===== config.mk =====
export PLATFORM = sky130hd
export DESIGN_NAME = square_move_scheduler_flat
export DESIGN_NICKNAME = d
export VERILOG_FILES = /design/src/rtl/square_move_scheduler_if.sv /design/src/rtl/square_move_scheduler.sv /design/src/flat_wrapper.sv
export SDC_FILE = /design/constraint.sdc
export NUM_CORES = 1
export LEC_CHECK = 0
export ABC_AREA = 1
export CORE_MARGIN = 8
export CORE_UTILIZATION = 60
export CTS_CLUSTER_DIAMETER = 200
export DETAILED_ROUTE_END_ITERATION = 7
export PLACE_DENSITY = 0.85
export SYNTH_ARGS = -nofsm -noshare
export SYNTH_HDL_FRONTEND = slang
export SYNTH_SLANG_ARGS = --single-unit

===== constraint.sdc =====
create_clock -name clk -period 3.6 [get_ports clk]
set_input_delay 0.36 -clock clk [delete_from_list [all_inputs] [get_ports clk]]
set_output_delay 0.36 -clock clk [all_outputs]
set_load 0.005 [all_outputs]

===== src/rtl/square_move_scheduler_if.sv =====
// Button/switch/frame inputs and position outputs of the square motion
// controller, bundled so the scheduler and its driver share one definition.
interface square_move_scheduler_if;
  logic [3:0] push;
  logic       switch;
  logic       frame_tick;
  logic [9:0] x_pos;
  logic [9:0] y_pos;
  logic       move_pulse;
  logic [3:0] btn_db;

  modport master (
    output push, switch, frame_tick,
    input  x_pos, y_pos, move_pulse, btn_db
  );

  modport slave (
    input  push, switch, frame_tick,
    output x_pos, y_pos, move_pulse, btn_db
  );
endinterface


===== src/rtl/square_move_scheduler.sv =====
// Square motion controller: debounces four buttons, resolves a direction and
// steps the square's top-left corner on frame boundaries, clamped to screen.

// One button lane: 2-FF synchroniser followed by a stable-count debouncer.
module smv_debounce #(
  parameter int DEB_CYCLES = 1000000
) (
  input  logic clk,
  input  logic rst_n,
  input  logic raw,
  output logic level
);
  localparam int CW = (DEB_CYCLES > 1) ? $clog2(DEB_CYCLES) : 1;
  localparam logic [CW-1:0] CNT_LAST = CW'(DEB_CYCLES - 1);

  logic [1:0]    sync_q;
  logic [CW-1:0] cnt_q;

  // Synchronise the raw button into clk.
  always_ff @(posedge clk or negedge rst_n) begin
    if (!rst_n) sync_q <= '0;
    else        sync_q <= {sync_q[0], raw};
  end

  // Accept a new level only after it has differed for DEB_CYCLES samples.
  always_ff @(posedge clk or negedge rst_n) begin
    if (!rst_n) begin
      cnt_q <= '0;
      level <= 1'b0;
    end else if (sync_q[1] != level) begin
      if (cnt_q == CNT_LAST) begin
        level <= sync_q[1];
        cnt_q <= '0;
      end else begin
        cnt_q <= cnt_q + 1'b1;
      end
    end else begin
      cnt_q <= '0;
    end
  end
endmodule

module square_move_scheduler #(
  parameter int DEB_CYCLES  = 1000000,
  parameter int SIZE        = 40,
  parameter int H_RES       = 640,
  parameter int V_RES       = 480,
  parameter int X_INIT      = 320,
  parameter int Y_INIT      = 220,
  parameter int SLOW_FRAMES = 4,
  parameter int FAST_FRAMES = 1,
  parameter int STEP        = 2
) (
  input  logic                    clk,
  input  logic                    rst_n,
  square_move_scheduler_if.slave  bus
);
  localparam int NUM_LANES = 4;
  localparam logic signed [11:0] STEP_S = 12'(STEP);
  localparam logic signed [11:0] X_MAX  = 12'(H_RES - SIZE);
  localparam logic signed [11:0] Y_MAX  = 12'(V_RES - SIZE);

  typedef enum logic [1:0] {IDLE, ARMED, MOVE, REPEAT} state_t;

  state_t                 state, state_n;
  logic [7:0]             frame_cnt, frame_cnt_n;
  logic [7:0]             period_m1;
  logic [NUM_LANES-1:0]   push_raw, btn_db;
  logic                   up, right, left, down, dir_active, do_move;
  logic signed [11:0]     nx, ny;
  logic [9:0]             nx_c, ny_c, x_q, y_q;
  logic                   pulse_q;

  assign push_raw = bus.push;

  smv_debounce #(.DEB_CYCLES(DEB_CYCLES)) u_deb [NUM_LANES-1:0] (
    .clk   (clk),
    .rst_n (rst_n),
    .raw   (push_raw),
    .level (btn_db)
  );

  assign up    = btn_db[0];
  assign right = btn_db[1];
  assign left  = btn_db[2];
  assign down  = btn_db[3];
  // Opposite buttons cancel, so only an XOR of a pair yields motion.
  assign dir_active = (right ^ left) | (up ^ down);

  // Speed select is read live so a mid-repeat switch change takes effect at once.
  assign period_m1 = (bus.switch ? 8'(FAST_FRAMES) : 8'(SLOW_FRAMES)) - 8'd1;

  // Candidate position one step away, clamped to the visible area per axis.
  always_comb begin
    nx = $signed({2'b00, x_q});
    ny = $signed({2'b00, y_q});
    if (right & ~left) nx = nx + STEP_S;
    if (left & ~right) nx = nx - STEP_S;
    if (down & ~up)    ny = ny + STEP_S;
    if (up & ~down)    ny = ny - STEP_S;
    if (nx < 12'sd0)   nx = 12'sd0;
    if (nx > X_MAX)    nx = X_MAX;
    if (ny < 12'sd0)   ny = 12'sd0;
    if (ny > Y_MAX)    ny = Y_MAX;
    nx_c = nx[9:0];
    ny_c = ny[9:0];
  end

  // Scheduler next-state: frame ticks only count in ARMED and REPEAT.
  always_comb begin
    state_n     = state;
    frame_cnt_n = frame_cnt;
    do_move     = 1'b0;
    case (state)
      IDLE: begin
        frame_cnt_n = '0;
        if (dir_active) state_n = ARMED;
      end
      ARMED: begin
        if (!dir_active)         state_n = IDLE;
        else if (bus.frame_tick) state_n = MOVE;
      end
      MOVE: begin
        do_move     = 1'b1;
        frame_cnt_n = '0;
        state_n     = dir_active ? REPEAT : IDLE;
      end
      REPEAT: begin
        if (!dir_active) begin
          state_n = IDLE;
        end else if (bus.frame_tick) begin
          if (frame_cnt >= period_m1) state_n = MOVE;
          else                        frame_cnt_n = frame_cnt + 8'd1;
        end
      end
      default: state_n = IDLE;
    endcase
  end

  // Scheduler state register.
  always_ff @(posedge clk or negedge rst_n) begin
    if (!rst_n) begin
      state     <= IDLE;
      frame_cnt <= '0;
    end else begin
      state     <= state_n;
      frame_cnt <= frame_cnt_n;
    end
  end

  // Position registers load at the end of MOVE; the pulse marks a real change.
  always_ff @(posedge clk or negedge rst_n) begin
    if (!rst_n) begin
      x_q     <= 10'(X_INIT);
      y_q     <= 10'(Y_INIT);
      pulse_q <= 1'b0;
    end else begin
      pulse_q <= do_move && ((nx_c != x_q) || (ny_c != y_q));
      if (do_move) begin
        x_q <= nx_c;
        y_q <= ny_c;
      end
    end
  end

  assign bus.x_pos      = x_q;
  assign bus.y_pos      = y_q;
  assign bus.move_pulse = pulse_q;
  assign bus.btn_db     = btn_db;
endmodule

===== src/flat_wrapper.sv =====
// flat-port wrapper written by rule: the top's interface ports become plain ports
module square_move_scheduler_flat 
#(
  parameter int DEB_CYCLES  = 1000000,
  parameter int SIZE        = 40,
  parameter int H_RES       = 640,
  parameter int V_RES       = 480,
  parameter int X_INIT      = 320,
  parameter int Y_INIT      = 220,
  parameter int SLOW_FRAMES = 4,
  parameter int FAST_FRAMES = 1,
  parameter int STEP        = 2
)
  (clk, rst_n, bus_push, bus_switch, bus_frame_tick, bus_x_pos, bus_y_pos, bus_move_pulse, bus_btn_db);
  square_move_scheduler_if bus_i ();
  input  logic clk;
  input  logic rst_n;
  input wire logic [$bits(bus_i.push)-1:0] bus_push;
  input wire logic [$bits(bus_i.switch)-1:0] bus_switch;
  input wire logic [$bits(bus_i.frame_tick)-1:0] bus_frame_tick;
  output wire logic [$bits(bus_i.x_pos)-1:0] bus_x_pos;
  output wire logic [$bits(bus_i.y_pos)-1:0] bus_y_pos;
  output wire logic [$bits(bus_i.move_pulse)-1:0] bus_move_pulse;
  output wire logic [$bits(bus_i.btn_db)-1:0] bus_btn_db;
  assign bus_i.push = bus_push;
  assign bus_i.switch = bus_switch;
  assign bus_i.frame_tick = bus_frame_tick;
  assign bus_x_pos = bus_i.x_pos;
  assign bus_y_pos = bus_i.y_pos;
  assign bus_move_pulse = bus_i.move_pulse;
  assign bus_btn_db = bus_i.btn_db;
  square_move_scheduler #(.DEB_CYCLES(DEB_CYCLES), .SIZE(SIZE), .H_RES(H_RES), .V_RES(V_RES), .X_INIT(X_INIT), .Y_INIT(Y_INIT), .SLOW_FRAMES(SLOW_FRAMES), .FAST_FRAMES(FAST_FRAMES), .STEP(STEP)) u_core (.clk(clk), .rst_n(rst_n), .bus(bus_i));
endmodule

; Word level (Yosys, flattened, before mapping)
; Cells that the tools add are included.
[word_totals]
reg_bits = 123
inputBits = 8
output_inout_bits = 25
elab_cells = 104
[op_classes]
addsub = 10
n_lt_le_gt_ge = 5
eq_ne = 20
muxes = 30
n_bitwise = 11
reduce_logical = 11
[op_table]
columns = op, n
row1 = 20-bit 2-to-1 mux, 8
row2 = "20-bit by 1-bit adder with 20-bit output, second input constant", 4
row3 = "20-bit equality test, second input constant", 4
row4 = 12-bit 2-to-1 mux, 6
row5 = "12-bit by 1-bit less-than comparator with 1-bit output, second input constant", 2
row6 = 8-bit 2-to-1 mux, 3
row7 = "12-bit by 3-bit subtractor with 12-bit output, second input constant", 2
row8 = "10-bit by 2-bit adder with 11-bit output, second input constant", 2
row9 = 10-bit 2-to-1 mux, 2
row10 = 10-bit inequality test, 2
row11 = 8-bit one-hot mux with 2 select lines, 1
row12 = 2-bit 2-to-1 mux, 7
row13 = "12-bit by 10-bit greater-than comparator with 1-bit output, second input constant", 1
row14 = "12-bit by 11-bit greater-than comparator with 1-bit output, second input constant", 1
row15 = "3-bit inequality test, second input constant", 3
row16 = "8-bit by 1-bit adder with 8-bit output, second input constant", 1
row17 = 8-bit >= comparator, 1
row18 = 2-bit one-hot mux with 4 select lines, 1
row19 = 2-bit AND reduction, 4
row20 = 4-bit AND reduction, 2
row21 = "8-bit by 1-bit subtractor with 8-bit output, second input constant", 1
row22 = 1-bit bitwise AND, 4
row23 = "2-bit equality test, second input constant", 2
row24 = 1-bit inequality test, 4
row25 = other kinds (13), 19

; Longest topological paths before layout
[logic_depth]
depth_word = 12
mapped_depth = 26
depth_no_buf = 26

; Cells and area by module
; A second synthesis with hierarchy kept.
[hier_totals]
cells_unflattened = 1156
hier_area_um2 = 8187.9
[modules_own_cells]
columns = mod, n_inst, cells_per_inst, area_each_um2, seq_area_each_um2
row1 = smv_debounce, 4, 161, 1287.5, 575.6
row2 = square_move_scheduler, 1, 512, 3037.9, 784.5

; Worst setup path before layout
; OpenSTA, ideal clock, no wires.
[synth_path]
path_kind = register to register
start = reg u_core.u_deb[2].level
end = reg u_core.pulse_q (netlist: u_core.bus.move_pulse)
setup_ns = 0.129
arrival_time_ns = 2.845
required_time_ns = 3.471
setup_slack_ns = 0.626
path_stages_with_launch = 25
path_buffers = 1
synth_period_minus_slack_ns = 2.974
path_cell_list = dfrtp_1 -> inv_1 -> ha_1 -> o21ai_0 -> inv_1 -> ha_1 -> nand3_1 -> inv_1 -> nand3_2 -> nor2_2 -> nand2_4 -> inv_1 -> nor2_2 -> nand3_1 -> nor2_1 -> nand2_1 -> nand2_4 -> buf_6 -> nand2_1 -> nand2_1 -> nand2_1 -> nor2_1 -> nand3_1 -> nor2_1 -> nor2_1
[synth_via]
elab_chain_len = 12
elab_cells_between_ends = 13
cone_classes = add/sub (1) / order compare (2) / eq/ne (1) / mux (4) / bitwise (3) / reduce/logical (2)
[synth_lines]
columns = element, line
row1 = "start, declared", square_move_scheduler.sv:11  ; output logic level
row2 = "start signal, assigned", square_move_scheduler.sv:32  ; level <= sync_q[1];
row3 = 1-bit inverter, square_move_scheduler.sv:97  ; if (right & ~left) nx = nx + STEP_S;
row4 = 1-bit bitwise AND, square_move_scheduler.sv:97
row5 = 12-bit 2-to-1 mux, square_move_scheduler.sv:97
row6 = 12-bit by 3-bit subtractor with 12-bit output, square_move_scheduler.sv:98  ; if (left & ~right) nx = nx - STEP_S;
row7 = 12-bit 2-to-1 mux (*), square_move_scheduler.sv:98
row8 = 12-bit by 1-bit less-than comparator with 1-bit output, square_move_scheduler.sv:101  ; if (nx < 12'sd0) nx = 12'sd0;
row9 = 12-bit 2-to-1 mux (*), square_move_scheduler.sv:101
row10 = 12-bit by 11-bit greater-than comparator with 1-bit output, square_move_scheduler.sv:102  ; if (nx > X_MAX) nx = X_MAX;
row11 = 10-bit 2-to-1 mux (*), square_move_scheduler.sv:102
row12 = 10-bit inequality test (*), square_move_scheduler.sv:158  ; pulse_q <= do_move && ((nx_c != x_q) || (ny_c != y_q));
row13 = 1-bit logical OR (*), square_move_scheduler.sv:158
row14 = 1-bit logical AND (*), square_move_scheduler.sv:158
row15 = "end signal, assigned", square_move_scheduler.sv:158
row16 = "end, declared", square_move_scheduler.sv:72  ; logic pulse_q;
; Mark *: on every way between the ends. The rest lies on a longest branch, timed or not.
; A chain may end at the register's enable or synchronous reset.

; Final worst setup path
; Ends and elaborated chain as after synthesis.

==> results.sh <==
export IMPL_slew_viol_final=0
export IMPL_layout_drive_gt1_share=0.0810
export IMPL_syn_nets=1017
export IMPL_dp_hpwl_um=11300
export IMPL_tightest_slew_ns=0.861
export IMPL_die_height_um=126
export IMPL_r2r_start="u_core.u_deb[2].level$_DFFE_PN0P_"
export IMPL_power_per_cell_area_nw_per_um2=364
export IMPL_cp_cell_sequence="inv_1 -> ha_1 -> nand2_1 -> o21ai_1 -> inv_1 -> ha_1 -> nand3_1 -> inv_1 -> nand3_2 -> nor2_2 -> nand2_4 -> nand3_2 -> nand2_1 -> a21oi_1 -> nand2_2 -> nand2_4 -> nand2_1 -> nand2_1 -> nand2_1 -> nor2_1 -> nand3_1 -> nor2_1 -> nor2_1"
export IMPL_cts_tree="built"
export IMPL_firstDrtPassIters=5
export IMPL_insertion_delay_ns=0.43
export IMPL_critPathLaunch="u_core.u_deb[2].level$_DFFE_PN0P_"
export IMPL_clock_sinks=123
export IMPL_htree_levels=4
export IMPL_fillCellCount=978
export IMPL_crit_arrival_ns=3.49
export IMPL_min_path_type="primary input to async pin"
export IMPL_synth_compound_area_frac=0.0716
export IMPL_drtIter0Drc=419
export IMPL_gp_congestion=0.923
export IMPL_synth_enable_flop_cells=0
export IMPL_fp_dieW_um=126
export IMPL_crit_cells=23
export IMPL_syn_inst=994
export IMPL_synth_distinct_cells=40
export IMPL_synthesis_area_sq_um=7280
export IMPL_drtAntennaViolNets=0
export IMPL_fin_crit_sh=0.888
export IMPL_async_flop_share=1.00
export IMPL_cts_root_buffer="clkbuf_16"
export IMPL_cts_setup_buffers=0
export IMPL_yosys_area_share_adder=0.0258
export IMPL_viasPerCell=5.41
export IMPL_synth_seq_cells=123
export IMPL_endpoint_kind="flip-flop"
export IMPL_die_area_sq_um=15900
export IMPL_design_area_sq_um=8290
export IMPL_synthSimpleGateAreaFrac=0.359
export IMPL_synth_xor_xnor_area_share=0.0241
export IMPL_grt_first_pass_wirelength_um=27500
export IMPL_crit_fanout=17
export IMPL_grtUsageMet1=0.256
export IMPL_seqPwrFrac=0.468
export IMPL_crit_path_frequent_cell="nand2_1"
export IMPL_gr_total_overflow=0
export IMPL_crit_family="simple AND/OR/NAND/NOR gates"
export IMPL_cp_slowest_stage_delay_ns=0.41
export IMPL_comb_power_share=0.028
export IMPL_p_leak_nw=3.80
export IMPL_fp_coreArea_sq_um=11900
export IMPL_path_class="flip-flop to flip-flop"
export IMPL_synthMuxAreaShare=0.00464
export IMPL_yosysSeqAreaShare=0.424
export IMPL_rr_endpoint="u_core.bus.move_pulse$_DFF_PN0_"
export IMPL_area_sequential_sq_um=3090
export IMPL_p_int_w=0.00234
export IMPL_cts_max_path_buffers=2
export IMPL_slew_headroom=0.426
export IMPL_drc=0
export IMPL_start_kind="flip-flop"
export IMPL_syn_to_final_growth_pct=13.8
export IMPL_cp_slowest_cell="dfrtp_1"
export IMPL_vdd_ir_drop_max_mv=0.254
export IMPL_ioPinCount=33
export IMPL_grt_usage=0.209
export IMPL_io_buffers=32
export IMPL_setup_viol=0
export IMPL_antenna_cells=0
export IMPL_wl_per_cell_um=13.2
export IMPL_grt_pass1_vias=6201
export IMPL_pwr_share_clk=0.504
export IMPL_antenna_found_initial=0
export IMPL_fmax_ghz=0.313
export IMPL_dpl_instance_area_sq_um=7760
export IMPL_min_period_ns=3.20
export IMPL_path_buf_inv=3
export IMPL_postCtsHoldBufs=0
export IMPL_numCtsBuffers=17
export IMPL_grt_max_degree=69
export IMPL_synth_avg_cell_area_sq_um=7.33
export IMPL_grt_met3_usage=0.0502
export IMPL_rsz0062_at_grt="no"
export IMPL_nets=1062
export IMPL_p_switching_w=0.000673
export IMPL_cp_required_ns=3.89
export IMPL_max_cap_violations=0
export IMPL_yosysWarningCount=0
export IMPL_detailedPlace_worstSlack_ns=0.300
export IMPL_wl_um=15900
export IMPL_hold_violations=0
export IMPL_synth_top_family_by_area="simple AND/OR/NAND/NOR gates"
export IMPL_start_util=0.611
export IMPL_switching_share=0.223
export IMPL_finalSetupTns_ns=0
export IMPL_vias=6477
export IMPL_r2r_cells=23
export IMPL_busiest_layer="met2"
export IMPL_clkTransAtPathRegs_ns=0.06
export IMPL_synth_flop_cell="dfrtp_1"
export IMPL_cp_endpoint="u_core.bus.move_pulse$_DFF_PN0_"
export IMPL_status="finished clean"
export IMPL_cts_repair_resized=0
export IMPL_skew_ns=0.0104
export IMPL_timing_final_ws_setup_ns=0.403
export IMPL_row_count=40
export IMPL_reg2reg_slack_ns=0.40
export IMPL_use_met2=0.345
export IMPL_multi_input_comb_area_sq_um=3530
flip-flops by register name (all words and copies together) (netlist names):
| signal | cells |
|---|---|
| u_core.bus.x_pos | 10 |
| u_core.state | 2 |
| u_core.u_deb.sync_q | 8 |
| u_core.bus.y_pos | 10 |
| u_core.u_deb.cnt_q | 80 |
| u_core.bus.move_pulse | 1 |
| u_core.frame_cnt | 8 |
| u_core.u_deb.level | 4 |
per-stage QoR:
stage               hold WS, ns  total power, W  std cells  utilization
finish                   0.0557         0.00302       1197        0.696
global route              0.146         0.00311       1197        0.696
CTS                      0.0923         0.00304       1197        0.696
detailed placement        0.339         0.00152       1167        0.652
global placement          0.340         0.00152       1167        0.652
floorplan                0.0644         0.00147        994            -
final cells by class:
class	count	area share
well taps	147	0.0222
repair buffers	39	0.0462
inverters	155	0.0702
flip-flops and latches	123	0.373
clock buffers	22	0.0572
clock inverters	8	0.00559
multi-input cells	703	0.426
worst register-to-register path: stages, from the launching register on:
cell     delay, ns
dfrtp_1       0.41
inv_1         0.06
ha_1          0.29
nand2_1       0.11
o21ai_1       0.13
inv_1         0.11
ha_1          0.17
nand3_1       0.08
inv_1         0.11
nand3_2       0.12
nor2_2        0.17
nand2_4       0.11
nand3_2       0.10
nand2_1       0.07
a21oi_1       0.20
nand2_2       0.11
nand2_4       0.16
nand2_1       0.09
nand2_1       0.06
nand2_1       0.05
nor2_1        0.12
nand3_1       0.09
nor2_1        0.10
nor2_1        0.04
layout by cell type (no fill, tap or decap), types with 2 or more instances in the layout:
cell             netlist  final
nor4_1                 7      7
a21oi_1               36     36
xnor2_1                7      7
buf_4                  4      7
nand3b_1               2      2
nand2_2               12     12
nor2_4                 3      3
mux2_2                 3      3
nand2_1              227    227
or2_2                  3      3
o21ai_0               38     37
clkinv_2               0      6
a31oi_1                4      4
nand3_1               84     84
dfrtp_1              116    116
inv_1                152    152
o21ai_1                2      3
ha_1                  15     15
clkbuf_16              0     17
nor2_2                10     10
nand4_1               25     25
dfstp_2                7      7
clkbuf_1               6      2
nor3b_1               21     21
clkinv_1               2      2
xor2_1                13     13
clkdlybuf4s50_1        0     31
clkbuf_8               0      3
nand3_2                5      5
o21a_1                 7      7
nor2_1               132    132
nand2_4                2      2
nor3_1                35     35
o21bai_1               3      3
cells by family (layout without fill, tap and decap cells):
logic type,Yosys count,after routing
adders and majority gates,15,15
buffers and inverters,168,224
DFF,123,123
muxes,3,3
xor gates and xnor gates,20,20
and+or+nand+nor,571,571
AOI/OAI and AO/OA,94,94
synth_stat cells (2+ instances only):
master / n / area share
nor3_1: 35 / 0.024
inv_1: 152 / 0.078
nand4_1: 25 / 0.021
a21oi_1: 36 / 0.025
nor2_4: 3 / 0.0046
ha_1: 15 / 0.026
nand3_2: 5 / 0.0069
clkinv_1: 2 / 0.0010
nor3b_1: 21 / 0.022
nor2_2: 10 / 0.0086
o21bai_1: 3 / 0.0031
buf_4: 4 / 0.0041
buf_6: 2 / 0.0031
dfstp_2: 7 / 0.025
nand3_1: 84 / 0.058
nor2_1: 132 / 0.068
o21a_1: 7 / 0.0072
nand2_2: 12 / 0.010
dfrtp_1: 116 / 0.40
clkbuf_1: 6 / 0.0031
nand2_1: 227 / 0.12
xnor2_1: 7 / 0.0084
a31oi_1: 4 / 0.0034
nand2_4: 2 / 0.0031
mux2_2: 3 / 0.0046
o21ai_1: 2 / 0.0014
nor4_1: 7 / 0.0060
or2_2: 3 / 0.0026
nand3b_1: 2 / 0.0021
xor2_1: 13 / 0.016
o21ai_0: 38 / 0.026
how the worst min path moves through the flow:
stage | end | slack, ns | cells past startpoint
6_report | u_core.u_deb[1].cnt_q[2]$_DFF_PN0_ | 0.06 | 1
5_1_grt | u_core.u_deb[1].cnt_q[5]$_DFF_PN0_ | 0.15 | 1
4_1_cts | u_core.u_deb[1].cnt_q[2]$_DFF_PN0_ | 0.09 | 1
3_5_place_dp | u_core.u_deb[0].sync_q[1]$_DFF_PN0_ | 0.34 | 0
3_3_place_gp | u_core.u_deb[0].sync_q[1]$_DFF_PN0_ | 0.34 | 0
2_1_floorplan | u_core.bus.move_pulse$_DFF_PN0_ | 0.06 | 0
power groups by stage:
stage	Sequential, W	Combinational, W	Clock, W
floorplan	0.00143	0.0000392	0
global placement	0.00143	0.0000842	0
detailed placement	0.00143	0.0000861	0
CTS	0.00141	0.0000872	0.00154
global route	0.00141	0.0000997	0.00160
finish	0.00141	0.0000844	0.00152
routing by layer:
layer | vias up | wire, um
met5 | - | 0
met4 | 0 | 314
met3 | 29 | 774
met2 | 164 | 7650
met1 | 3006 | 7120
li1 | 3278 | -
(Power assumes the default switching activity.)
==> RTL edit (same flow settings) <==
`DEB_CYCLES` is set to 1000000 in 3 places; all go to 500000.
--- a/src/rtl/square_move_scheduler.sv
+++ b/src/rtl/square_move_scheduler.sv
@@ -3,7 +3,7 @@
 
 // One button lane: 2-FF synchroniser followed by a stable-count debouncer.
 module smv_debounce #(
-  parameter int DEB_CYCLES = 1000000
+  parameter int DEB_CYCLES = 500000
 ) (
   input  logic clk,
   input  logic rst_n,
@@ -41,7 +41,7 @@
 endmodule
 
 module square_move_scheduler #(
-  parameter int DEB_CYCLES  = 1000000,
+  parameter int DEB_CYCLES  = 500000,
   parameter int SIZE        = 40,
   parameter int H_RES       = 640,
   parameter int V_RES       = 480,
--- a/src/flat_wrapper.sv
+++ b/src/flat_wrapper.sv
@@ -1,7 +1,7 @@
 // flat-port wrapper written by rule: the top's interface ports become plain ports
 module square_move_scheduler_flat 
 #(
-  parameter int DEB_CYCLES  = 1000000,
+  parameter int DEB_CYCLES  = 500000,
   parameter int SIZE        = 40,
   parameter int H_RES       = 640,
   parameter int V_RES       = 480,
Formal check against the unedited RTL: no difference found for any inputs over 10 cycles, from zero or initial values and one cycle with rst_n low; that may be too few to reach the edited logic, so the function may still have changed.
==> RTL edit against the unedited design <==
The run now ends with hold timing left; power increased by 2.0%; sequential cell count decreased by 4; clock power increased by 7%; critical endpoint unchanged; design area decreased by 1.2%; maximum frequency decreased by 1.8%; highest routed layer unchanged; synthesized area decreased by 2.4%; worst setup slack got worse by 59 ps; core utilization increased by 1.5 points; combinational power decreased by 5.5%; routed wire length decreased by 1.4%; critical path type unchanged.
==> RTL edit: results (changes against the unedited design) <==
Routing
  – Met1 wire length: 6940 um (-2.5%)
  – Via density: 5.43 (+0.44%)
  – Top Layer Used: met4
  – DRT iter0 DRCs: 697 (+66%)
  – Pre-Repair DR Iteration Count: 6 (+1)
  – Routed length on met2: 7510 um (-1.8%)
  – Detailed Route WL: 15,600 um (-1.4%)
  – Met3 wire length: 916 um (+18%)
  – Vias: 6,511 (+0.52%)

GRT
  – Met3 GRT Util: 0.0608 (+0.0106)
  – Met1 Resource Use GR: 0.259 (+0.00294)
  – Vias in the first global route: 6,027 (-2.8%)
  – GRT Util Overall: 0.211 (+0.00135)
  – Routing usage on met2: 0.343 (-0.00158)
  – Largest net degree at the start of global routing: 66 (-4.3%)
  – Global-route wire length before repair: 27,300 um (-0.71%)

Timing
  – Final hold viol count: 16 (+16)
  – Final Skew: 10.1 ps (-0.280 ps)
  – Final slew viol count: 0 (unchanged)
  – Worst hold slack: -20.3 ps (-76.1 ps)
  – Worst slew margin: 0.522 (+0.0952)
  – Setup ws final: 344 ps (-59.0 ps)

Pwr
  – NetSw: 0.691 mW (+2.6%)
  – Worst vdd ir: 351 uV (+38%)
  – Comb pwr share: 0.026 (-0.002)
  – Leakage: 3.72 nW (-2.2%)
  – Sequential share of power: 0.444 (-0.024)
  – Sw Share: 0.224 (+0.00131)

Placed design
  – Cell Area, Placed: 7590 um^2 (-2.3%)
  – Inst Count DP: 1,166 (-0.086%)
  – DPL Wire Length: 11,400 um (+0.23%)
  – RePlAce Congestion: 0.948 (+2.7%)
  – Setup WS pre-CTS: 237 ps (-63.7 ps)

Yosys
  – Top cells by count, synth: nand2_1 (248), inv_1 (159), nor2_1 (126), dfrtp_1 (112), nand3_1 (64)
  – Seq/Total Area, Yosys: 0.420 (-0.00386)
  – Syn Inst Count: 999 (+0.50%)
  – Synth area leaders: dfrtp_1 (39%), nand2_1 (13%), inv_1 (8.4%)
  – Unique masters post-synth: 41 (+2.5%)

Worst setup path
  – Worst EP arrival: 3550 ps (+60 ps)
  – CP Max Fanout: 14 (-3)
  – Reg-to-reg slack, setup: 340 ps (-60 ps)

Layout
  – Number of diodes: 0 (unchanged)
  – Layout cells sized above 1: 0.0777 (-0.00323)
  – Max FFs per register: 76 (-5.0%)
  – Nets@finish: 1,065 (+0.28%)
  – Filler cells: 906 (-7.4%)

Clocking
  – Post-CTS Resized: 0 (unchanged)
  – CTS Buf Count: 17 (unchanged)
  – H-tree Lvls: 4 (unchanged)

Run status
  – Failing checks: hold timing
  – Status: complete, but fails checks
-- RTL edit: cell families (layout without fill, tap and decap cells) --
| kind of cell | after synthesis | after routing | share of synthesized area |
|---|---|---|---|
| DFF | 119 | 119 | 0.420 |
| adders and majority gates | 15 | 15 | 0.0264 |
| AOI/OAI and AO/OA | 102 | 102 | 0.0767 |
| xor gates and xnor gates | 21 | 21 | 0.0259 |
| and+or+nand+nor | 562 | 562 | 0.349 |
| muxes | 2 | 2 | 0.00317 |
| buffers and inverters | 178 | 234 | 0.0985 |
-- RTL edit: worst paths after layout --
check,to,depth (start not counted)
max,u_core.bus.move_pulse,22
min,u_core.u_deb[1].cnt_q[13],1
max reg2reg,u_core.bus.move_pulse,22
min reg2reg,u_core.u_deb[0].sync_q[1],0
max in group asynchronous,u_core.bus.y_pos[2],2
min in group clk,u_core.u_deb[0].sync_q[1],0
-- RTL edit: critical path, cell delays in order, from the launching register on --
cell	delay, ps
dfrtp_1	410
inv_1	70
ha_1	260
or2_1	260
nand2_1	100
ha_1	170
nand2_1	80
nor2_1	140
nand2_2	90
nor2_4	170
nand3_4	160
nand2_1	150
nand2_1	110
a21oi_2	200
nand2_2	100
nand2_4	140
nand2_1	90
nand2_1	60
nand2_1	50
nor2_1	90
nand2_1	60
nor2_1	100
a21oi_2	60
-- RTL edit: final cells by class --
cell class	count	area [um^2]	share of cell area
Clock inverter	12	115	0.0141
Sequential cell	119	2990	0.365
Multi-Input combinational cell	702	3450	0.421
Tap cell	143	179	0.0219
Clock buffer	20	467	0.0570
Timing Repair Buffer	38	375	0.0458
Inverter	164	616	0.0752
